<file path="src/rtl/ahb_lite_pkg.sv">
// Shared AHB-Lite types and constants for the data-phase return path.
package ahb_lite_pkg;

  typedef enum logic [1:0] {
    IDLE   = 2'b00,
    BUSY   = 2'b01,
    NONSEQ = 2'b10,
    SEQ    = 2'b11
  } htrans_t;

  typedef enum logic [1:0] {
    OWN_S1  = 2'b00,
    OWN_S2  = 2'b01,
    OWN_DEF = 2'b10
  } owner_t;

  localparam logic HRESP_OKAY  = 1'b0;
  localparam logic HRESP_ERROR = 1'b1;

  typedef enum logic [1:0] {
    DS_OKAY = 2'b00,
    DS_ERR1 = 2'b01,
    DS_ERR2 = 2'b10
  } ds_state_t;

  function automatic owner_t decode_owner(input logic dec_valid, input logic decode2mux);
    if (!dec_valid) return OWN_DEF;
    return decode2mux ? OWN_S2 : OWN_S1;
  endfunction

endpackage

</file>
<file path="src/rtl/ahb_resp_mux_if.sv">
// Bus bundle between master/decoder/slaves and the response mux.
interface ahb_resp_mux_if #(
  parameter int DATA_WIDTH = 32
);
  logic [1:0]            HTRANS;
  logic                  DECODE2MUX;
  logic                  DEC_VALID;
  logic [DATA_WIDTH-1:0] HRDATA_S1;
  logic                  HREADYOUT_S1;
  logic                  HRESP_S1;
  logic [DATA_WIDTH-1:0] HRDATA_S2;
  logic                  HREADYOUT_S2;
  logic                  HRESP_S2;
  logic [DATA_WIDTH-1:0] HRDATA;
  logic                  HREADY;
  logic                  HRESP;
  logic [1:0]            DATA_OWNER;

  modport slave (
    input  HTRANS, DECODE2MUX, DEC_VALID,
    input  HRDATA_S1, HREADYOUT_S1, HRESP_S1,
    input  HRDATA_S2, HREADYOUT_S2, HRESP_S2,
    output HRDATA, HREADY, HRESP, DATA_OWNER
  );

  modport master (
    output HTRANS, DECODE2MUX, DEC_VALID,
    output HRDATA_S1, HREADYOUT_S1, HRESP_S1,
    output HRDATA_S2, HREADYOUT_S2, HRESP_S2,
    input  HRDATA, HREADY, HRESP, DATA_OWNER
  );
endinterface

</file>
<file path="src/rtl/ahb_default_slave.sv">
// Default slave: two-cycle ERROR for active transfers to unmapped addresses.
//   state   | meaning
//   DS_OKAY | idle / zero-wait OKAY (HREADY=1, HRESP=0)
//   DS_ERR1 | first error cycle      (HREADY=0, HRESP=1)
//   DS_ERR2 | second error cycle     (HREADY=1, HRESP=1)
module ahb_default_slave
  import ahb_lite_pkg::*;
(
  input  logic HCLK,
  input  logic HRESET,
  input  logic HREADY,
  input  logic sel_def,
  input  logic trans_active,
  output logic ds_hready,
  output logic ds_hresp
);

  ds_state_t state_q, state_d;

  always_ff @(posedge HCLK) begin
    if (HRESET) state_q <= DS_OKAY;
    else        state_q <= state_d;
  end

  always_comb begin
    state_d   = state_q;
    ds_hready = 1'b1;
    ds_hresp  = HRESP_OKAY;
    case (state_q)
      DS_ERR1: begin
        ds_hready = 1'b0;
        ds_hresp  = HRESP_ERROR;
      end
      DS_ERR2: ds_hresp = HRESP_ERROR;
      default: ;
    endcase
    // ERR1 always advances; elsewhere a new address phase decides the next response
    if (state_q == DS_ERR1)
      state_d = DS_ERR2;
    else if (HREADY)
      state_d = (sel_def && trans_active) ? DS_ERR1 : DS_OKAY;
  end

endmodule

</file>
<file path="src/rtl/ahb_resp_mux.sv">
// AHB-Lite data-phase response mux: registers the decoder select at each
// accepted address phase and steers the owning slave's response to the master.
module ahb_resp_mux
  import ahb_lite_pkg::*;
#(
  parameter int DATA_WIDTH = 32
) (
  input  logic           HCLK,
  input  logic           HRESET,
  ahb_resp_mux_if.slave  bus
);

  owner_t                owner_q;
  owner_t                cap_owner;
  logic                  active_q;
  logic                  cap_active;
  logic                  hready;
  logic                  hresp;
  logic [DATA_WIDTH-1:0] hrdata;
  logic                  ds_hready;
  logic                  ds_hresp;

  assign cap_owner  = decode_owner(bus.DEC_VALID, bus.DECODE2MUX);
  assign cap_active = (bus.HTRANS == NONSEQ) || (bus.HTRANS == SEQ);

  always_ff @(posedge HCLK) begin
    if (HRESET) begin
      owner_q  <= OWN_DEF;
      active_q <= 1'b0;
    end else if (hready) begin
      owner_q  <= cap_owner;
      active_q <= cap_active;
    end
  end

  ahb_default_slave u_default_slave (
    .HCLK         (HCLK),
    .HRESET       (HRESET),
    .HREADY       (hready),
    .sel_def      (cap_owner == OWN_DEF),
    .trans_active (cap_active),
    .ds_hready    (ds_hready),
    .ds_hresp     (ds_hresp)
  );

  always_comb begin
    hrdata = '0;
    hready = 1'b1;
    hresp  = HRESP_OKAY;
    case (owner_q)
      OWN_S1: begin
        hrdata = bus.HRDATA_S1;
        hready = bus.HREADYOUT_S1;
        hresp  = bus.HRESP_S1;
      end
      OWN_S2: begin
        hrdata = bus.HRDATA_S2;
        hready = bus.HREADYOUT_S2;
        hresp  = bus.HRESP_S2;
      end
      default: begin
        // an inactive default data phase is a zero-wait OKAY whatever the FSM holds
        hready = !active_q || ds_hready;
        hresp  = active_q ? ds_hresp : HRESP_OKAY;
      end
    endcase
  end

  assign bus.HRDATA     = hrdata;
  assign bus.HREADY     = hready;
  assign bus.HRESP      = hresp;
  assign bus.DATA_OWNER = owner_q;

endmodule

</file>
<file path="src/flat_wrapper.sv">
// flat-port wrapper written by rule: the top's interface ports become plain ports
module ahb_resp_mux_flat import ahb_lite_pkg::*;
#(
  parameter int DATA_WIDTH = 32
)
  (HCLK, HRESET, bus_HTRANS, bus_DECODE2MUX, bus_DEC_VALID, bus_HRDATA_S1, bus_HREADYOUT_S1, bus_HRESP_S1, bus_HRDATA_S2, bus_HREADYOUT_S2, bus_HRESP_S2, bus_HRDATA, bus_HREADY, bus_HRESP, bus_DATA_OWNER);
  ahb_resp_mux_if #(.DATA_WIDTH(DATA_WIDTH)) bus_i ();
  input  logic HCLK;
  input  logic HRESET;
  input wire logic [$bits(bus_i.HTRANS)-1:0] bus_HTRANS;
  input wire logic [$bits(bus_i.DECODE2MUX)-1:0] bus_DECODE2MUX;
  input wire logic [$bits(bus_i.DEC_VALID)-1:0] bus_DEC_VALID;
  input wire logic [$bits(bus_i.HRDATA_S1)-1:0] bus_HRDATA_S1;
  input wire logic [$bits(bus_i.HREADYOUT_S1)-1:0] bus_HREADYOUT_S1;
  input wire logic [$bits(bus_i.HRESP_S1)-1:0] bus_HRESP_S1;
  input wire logic [$bits(bus_i.HRDATA_S2)-1:0] bus_HRDATA_S2;
  input wire logic [$bits(bus_i.HREADYOUT_S2)-1:0] bus_HREADYOUT_S2;
  input wire logic [$bits(bus_i.HRESP_S2)-1:0] bus_HRESP_S2;
  output wire logic [$bits(bus_i.HRDATA)-1:0] bus_HRDATA;
  output wire logic [$bits(bus_i.HREADY)-1:0] bus_HREADY;
  output wire logic [$bits(bus_i.HRESP)-1:0] bus_HRESP;
  output wire logic [$bits(bus_i.DATA_OWNER)-1:0] bus_DATA_OWNER;
  assign bus_i.HTRANS = bus_HTRANS;
  assign bus_i.DECODE2MUX = bus_DECODE2MUX;
  assign bus_i.DEC_VALID = bus_DEC_VALID;
  assign bus_i.HRDATA_S1 = bus_HRDATA_S1;
  assign bus_i.HREADYOUT_S1 = bus_HREADYOUT_S1;
  assign bus_i.HRESP_S1 = bus_HRESP_S1;
  assign bus_i.HRDATA_S2 = bus_HRDATA_S2;
  assign bus_i.HREADYOUT_S2 = bus_HREADYOUT_S2;
  assign bus_i.HRESP_S2 = bus_HRESP_S2;
  assign bus_HRDATA = bus_i.HRDATA;
  assign bus_HREADY = bus_i.HREADY;
  assign bus_HRESP = bus_i.HRESP;
  assign bus_DATA_OWNER = bus_i.DATA_OWNER;
  ahb_resp_mux #(.DATA_WIDTH(DATA_WIDTH)) u_core (.HCLK(HCLK), .HRESET(HRESET), .bus(bus_i));
endmodule
</file>
<file path="config.mk">
export PLATFORM = sky130hd
export DESIGN_NAME = ahb_resp_mux_flat
export DESIGN_NICKNAME = d
export VERILOG_FILES = /design/src/rtl/ahb_lite_pkg.sv /design/src/rtl/ahb_resp_mux_if.sv /design/src/rtl/ahb_default_slave.sv /design/src/rtl/ahb_resp_mux.sv /design/src/flat_wrapper.sv
export SDC_FILE = /design/constraint.sdc
export NUM_CORES = 1
export LEC_CHECK = 0
export CORE_ASPECT_RATIO = 1.2
export CORE_MARGIN = 2
export CORE_UTILIZATION = 23
export DETAILED_ROUTE_END_ITERATION = 6
export PLACE_DENSITY = 0.8
export SETUP_SLACK_MARGIN = 0.4
export SLEW_MARGIN = 15
export SYNTH_ARGS = -nofsm -noshare
export SYNTH_HDL_FRONTEND = slang
export SYNTH_SLANG_ARGS = --single-unit
</file>
<file path="constraint.sdc">
create_clock -name HCLK -period 1.7 [get_ports HCLK]
set_input_delay 0.255 -clock HCLK [delete_from_list [all_inputs] [get_ports HCLK]]
set_output_delay 0.255 -clock HCLK [all_outputs]
set_load 0.01 [all_outputs]
</file>
-- After elaboration in Yosys (flattened, before gate mapping)
Index checks and enable logic that the tools add are counted.
- reduce and logical (&&, ||, !) cells: 8
- eq/ne operators: 6
- muxes and demuxes: 11
- operators with widths (operator ; count):
    $pmux 32 s2 ; 1
    $eq 2x2->1 const B ; 4
    $mux 2 ; 3
    $mux 1 ; 5
    $eq 2x1->1 const B ; 2
    $pmux 1 s2 ; 2
    $reduce_or 2->1 ; 2
    $logic_not 2->1 ; 1
    $logic_or 1x1->1 ; 2
    $reduce_bool 2->1 ; 1
    $logic_and 1x1->1 ; 1
    $logic_not 1->1 ; 1
- word-level logic and storage cells: 29
- register bits: 5
- output and inout port bits: 36

-- Depth between registers and ports, before layout
- word-level depth: 7
- gate-level depth with buffers: 5

-- Modules after synthesis
A second synthesis with hierarchy kept.
- cells, all modules: 107
- area, all modules: 804.5 µm²
- by module, submodules not included (module ; times used ; area an instance (µm²) ; cells each):
    ahb_resp_mux ; 1 ; 689.4 ; 94
    ahb_default_slave ; 1 ; 115.1 ; 13

-- Worst setup path before layout
Ideal clock, no wire load.
- kind: register to output
- start point: reg u_core.owner_q[1], in the netlist u_core.bus.DATA_OWNER[1]
- end point: out bus_HRDATA[10]
- required time: 1.445 ns
- cell stages (with the launch flop): 4
- path buffers: 2
- setup slack: 0.361 ns
- arrival time: 1.084 ns
- cell sequence: dfxtp_1 -> clkbuf_1 -> buf_1 -> nor2_1
- cells in the longest elaborated chain, start to end: 2
- elaborated cells between the ends (all ways): 3
- classes of those cells: 1 x eq/ne; 1 x mux; 1 x reduce/logical
- ends and longest elaborated chain (element ; line ; text):
    start: declaration ; ahb_resp_mux.sv:13 ; owner_t owner_q;
    start signal: assignment ; ahb_resp_mux.sv:31 ; owner_q <= cap_owner;
    $eq 2x1->1 / $logic_not 2->1 (equally long branches) ; ahb_resp_mux.sv:50 ; case (owner_q)
    $pmux 32 s2 (*) ; ahb_resp_mux.sv:50 ;
    end: declaration ; flat_wrapper.sv:19 ; output wire logic [$bits(bus_i.HRDATA)-1:0] bus_HRDATA;
Mark *: on every way between the ends. The rest lies on a longest branch, timed or not.

-- Final worst setup path
- start point: reg u_core.owner_q[0], in the netlist u_core.bus.DATA_OWNER[0]
- end point: out bus_HREADY
- cells in the longest elaborated chain, start to end: 2
- elaborated cells between the ends (all ways): 3
- classes of those cells: 1 x eq/ne; 1 x mux; 1 x reduce/logical
- ends and longest elaborated chain (element ; line ; text):
    $eq 2x1->1 / $logic_not 2->1 (equally long branches) ; ahb_resp_mux.sv:50 ;
    $pmux 1 s2 (*) ; ahb_resp_mux.sv:50 ;
    end: declaration ; flat_wrapper.sv:20 ; output wire logic [$bits(bus_i.HREADY)-1:0] bus_HREADY;
Marked as above.

==> summary.txt <==
Hold Path Depth: 2
die height: 66.5 microns
FILL cells: 256
Routed WL: 3790 microns
largest area contributor in the synthesized netlist: mux2i_1
Clock Latency Late Sink: 0.25 ns
FF+latch count, synth: 5
worst-margin pin slew: 0.247 ns
final setup margin: 0.0734 ns
FF/Latch Area: 108 sq um
GRT Overall Usage: 18.7%
Routed Antenna Nets: 0
Yosys top cell area share: 46.7%
drt first pass iters: 4
Placeable Area: 0.00308 sq mm
met2 usage: 36.2%
hold wc startpoint: u_core.u_default_slave.state_q[0]
Syn. warnings: 0
critical-path maximum fanout: 4
via density per instance: 4.60
Final Hold Fails: 0
period utilization: 95.7%
HPWL Detailed: 2750 microns
Worst R2R Start: u_core.bus.DATA_OWNER[0]
TritonCTS Buffers: 3
CTS Root Cell: clkbuf_4
vias in the first global route: 1216
Most Used Layer, Global Route: met2
Worst path max stage delay: 0.36 ns
worst setup path category: flop to primary output
Syn Std Cell Area: 749 sq um
# rows: 22
CP Data Arrival Time: 1.37 ns
M1 GR Usage: 19.8%
GPL Wtd Cong: 0.862
first-pass GRT wire length: 5520 microns
top post-synthesis cells by count: 35 x mux2i_1, 34 x nor2_1, 6 x nand2_1
clk buf depth: 2
fmax: 615 MHz
WP data required: 1.44 ns
Hold Crit Class: flop to flop
initial antenna violation count: 0
fin area: 0.00219 sq mm
critical path capture point type: primary output
Static Leak: 0.966 nW
Die ar.: 0.00373 sq mm
Vias: 1250
Starting Density: 24.3%
endpoints failing setup: 0
status: finished clean
Worst VDD drop: 0.000412 V
Reg2Reg Depth: 6
Post-synth top flop: dfxtp_1
Place WS: -0.184 ns
unrepaired setup endpoints after global routing: yes
CP bufs+invs: 2
EDFF count, synth: 0
reg-to-reg endpoint: u_core.bus.DATA_OWNER[0]
CTS tree: done
Worst-path clk slew: 0.05 ns
Cells after Synth: 101
Synth async-reset ratio: 0%
Multi-input gate area: 644 sq um
Final Skew: 0.00594 ns
layout cells sized above 1: 33.9%
post-route minimum period: 1.63 ns
CP cell instances: buf_4 > mux2_4 > o21a_4 > buf_2
slowest CP cell: dfxtp_4
WL per Instance: 13.9 microns
Synth Area in XOR/XNOR: 0%
grt ovf: 0
H-tree levels: 1
flop2flop setup slack: 0.17 ns
I/O Buffers: 108
Cell variety after synth: 19
DR iter-0 viols: 44
synthesis-to-layout area growth: 192%
Worst Hold End: u_core.u_default_slave.state_q[0]
largest family of logic cells by synthesized area: multiplexers
fin nets: 312
Slew Limit Headroom: 83.5%
most numerous cell in the Yosys netlist: mux2i_1
area share of fa/ha/maj cells after synthesis: 1.67%
sequential element share of the synthesized area: 13.4%
cell family with most CP delay: flip-flops
Inserted Diodes: 0
Synth Area in Compound Gates: 7.51%
pin count of the biggest net entering global routing: 21
Final Max Tran Viols: 0
Post-DP Area: 0.00190 sq mm
DRC violations left: 0
post-synthesis mux area share: 48.7%
Post-Synth Simple-Gate Area: 21.7%
I/O Pins: 110
Cell Pwr Density: 387 mW/mm^2
top cells by area, synth: mux2i_1 47%, nor2_1 17%, dfxtp_1 13%
synthesized net count: 176
routing usage on met3: 3.88%
# clock sinks: 5
die width: 56.1 microns
Setup crit start kind: flop
Avg Cell Area, Syn: 7.42 sq um
max_cap viols: 0
kinds of logic after synthesis:
group	count (synthesis)
buffers and inverters	11
DFF	5
AOI/OAI and AO/OA	6
and+or+nand+nor	42
adders and majority gates	1
muxes	36
state kept, by name, indices dropped and copies added, names as in the netlist:
name                            cells
u_core.u_default_slave.state_q      2
u_core.bus.DATA_OWNER               2
u_core.active_q                     1
worst max path at each step:
stage	from	end	depth (start not counted)
final	u_core.bus.DATA_OWNER[0]	bus_HREADY	4
after global routing	u_core.bus.DATA_OWNER[0]	bus_HRDATA[19]	6
after CTS	u_core.bus.DATA_OWNER[0]	bus_HRDATA[24]	6
after detailed placement	bus_HREADYOUT_S1	bus_HREADY	4
after global placement	bus_HREADYOUT_S1	bus_HREADY	4
after floorplan	u_core.bus.DATA_OWNER[0]	u_core.bus.DATA_OWNER[0]	4
cell type report:
cell class | count | share of cell area (%)
clock buffer | 4 | 1.20
inverter | 3 | 0.515
timing repair buffer | 139 | 61.8
tap | 36 | 2.06
multi-input combinational | 85 | 29.5
sequential | 5 | 4.92
stage by stage:
stage / power, mW / TNS, ns / cells / utilization (%) / hold slack, ns
after detailed placement: 0.613 / -0.217 / 242 / 61.6 / 0.464
after floorplan: 0.309 / 0 / 101 / - / 0.314
final: 0.846 / 0 / 272 / 70.9 / 0.462
after CTS: 0.812 / 0 / 266 / 68.5 / 0.469
after global routing: 0.899 / 0 / 272 / 70.9 / 0.487
after global placement: 0.600 / -0.174 / 242 / 61.6 / 0.450
power by group:
group | switching (mW) | internal, mW | leakage (nW)
Sequential | 0.0107 | 0.125 | 0.0421
Combinational | 0.193 | 0.378 | 0.909
Clock | 0.0505 | 0.0889 | 0.0150
Total | 0.254 | 0.591 | 0.966
layout by cell type, fill, tap and decap left out, types with 2 or more instances in the layout:
cell type / instances
clkbuf_16: 2
buf_2: 31
mux2i_1: 32
buf_12: 4
clkdlybuf4s15_2: 4
buf_16: 3
buf_6: 10
clkdlybuf4s50_1: 72
mux2i_4: 2
dfxtp_4: 2
buf_4: 12
clkbuf_4: 3
nand2_1: 6
nor2_1: 34
dfxtp_1: 3
inv_1: 3
metal layers:
layer  part of all wire (%)  vias up  wire (microns)
li1                       -      614               -
met3                    9.6        2             365
met2                     54       82            2040
met5                      0        -               0
met4                   0.55        0              21
met1                     36      552            1370
worst register-to-register path, cell delays in order, from the launching register on:
cell and delay, ns:
dfxtp_4 0.36, buf_4 0.14, mux2_4 0.30, o21a_4 0.19
buf_4 0.13, buf_6 0.12, a221oi_2 0.21
timing repair:
| action | CTS | global route |
|---|---|---|
| gates resized for setup | 150 | 19 |
| buffers inserted | 17 | 4 |
| setup endpoints to repair | 38 | 40 |
| gates cloned | 3 | 2 |
| pin swaps | 8 | 13 |
| hold buffers | 0 | 0 |
Power figures use the tool's default switching activity.
==> variant (same flow settings) <==
Re-encode `ds_state_t` (3 states) as one-hot, 3 bits wide.
--- a/src/rtl/ahb_lite_pkg.sv
+++ b/src/rtl/ahb_lite_pkg.sv
@@ -19,6 +19,6 @@
 
-  typedef enum logic [1:0] {
-    DS_OKAY = 2'b00,
-    DS_ERR1 = 2'b01,
-    DS_ERR2 = 2'b10
+  typedef enum logic [2:0] {
+    DS_OKAY = 3'b001,
+    DS_ERR1 = 3'b010,
+    DS_ERR2 = 3'b100
   } ds_state_t;
Behaviour: no difference found for any inputs over 10 cycles, from zero or initial values and one cycle with HRESET high; not proved beyond that.
==> variant against the unedited design <==
Setup slack better by 58 ps. Synthesized area up 13%. Cell area down 1.6%. Clock skew down 3.5 ps. Synthesized cell count up 13%. Total power up 4.6%. Wire length up 2.8%. Largest power group unchanged. Worst hold slack better by 27 ps. Sequential cell count up 1.
==> variant: results (changes against the unedited design) <==
| Metric | Value |
|---|---|
| Status | completed |
| Pin count of the biggest net entering global routing | 15 (-29%) |
| DR vias/cell | 4.817 (+4.8%) |
| Syn Nets | 188 (+6.8%) |
| Worst R2R Setup Slack | 350 ps (+180 ps) |
| Final period util | 0.9230 (-0.03388) |
| Via count | 1344 (+7.5%) |
| Worst R2R End | u_core.active_q |
| GPL Wtd Cong | 0.7634 (-11%) |
| Root Driver | clkbuf_8 |
| Drt pass-1 iters | 3 (-1) |
| Area contributors post-synth | mux2i_1 (39%), nor2_1 (15%), dfxtp_1 (14%), buf_4 (3.5%), a21oi_1 (3.0%) |
| Sequential area share after synthesis | 0.1418 (+0.008246) |
| Hold Path End | u_core.u_default_slave.state_q[2] |
| Wire length per cell | 13.96 um (+0.24%) |
| Crit Path Max Fanout | 7 (+3) |
| Peak supply drop | 0.2977 mV (-28%) |
| Synth cell count leaders | nor2_1 (34), mux2i_1 (33), dfxtp_1 (6), a21oi_1 (5), inv_1 (5) |
| Data arrival, critical path | 1310 ps (-60 ps) |
| Layout filler cell count | 339 (+32%) |
| Mux contribution to synthesized area | 0.4195 (-0.06798) |
| Placed Area | 2016 um^2 (+6.2%) |
| Layout cells sized above 1 | 0.3208 (-0.01815) |
| Relative slew slack | 0.8048 (-0.03028) |
| Initial DRC count | 13 (-70%) |
| Hold Path Class | in -> reg |
| Adder-cell share of the synthesized area | 0 (-0.01669) |
| Mean Syn Cell Area | 7.430 um^2 (+0.13%) |
| Post-CTS Resized | 159 (+6.0%) |
| Clk pwr share | 0.250 (+0.085) |
| Place WS | -202.9 ps (-18.54 ps) |
-- variant: changes by cell type in the layout (fill, tap and decap cells not counted), sizes merged, moves of 3 or more --
cell | before | now
a21oi | 0 | 5
buf | 61 | 58
clkbuf | 6 | 3
clkdlybuf4s15 | 4 | 0
nand2 | 6 | 1
nand4 | 0 | 3
-- variant: critical path: stages (launching register included) --
cell and delay (ps):
dfxtp_4 410, buf_12 120, buf_16 110, buf_6 100, mux2i_1 160, nor2_1 50, buf_2 130
-- variant: area by class of cell --
cell class	instances	area [um^2]	area share
tap	39	48.80	0.02269
clock buffer	3	41.29	0.01920
timing repair buffer	131	1197	0.5567
multi-input combinational	95	716.9	0.3333
sequential	6	127.6	0.05934
inverter	5	18.77	0.008726
-- variant: routing by layer --
layer  share of wire  up-vias  track usage
li1                -      663            -
met1            0.37      604       0.1804
met2            0.51       66       0.3248
met3           0.099       11      0.04630
met4           0.025        0      0.06313
met5               0        -            0
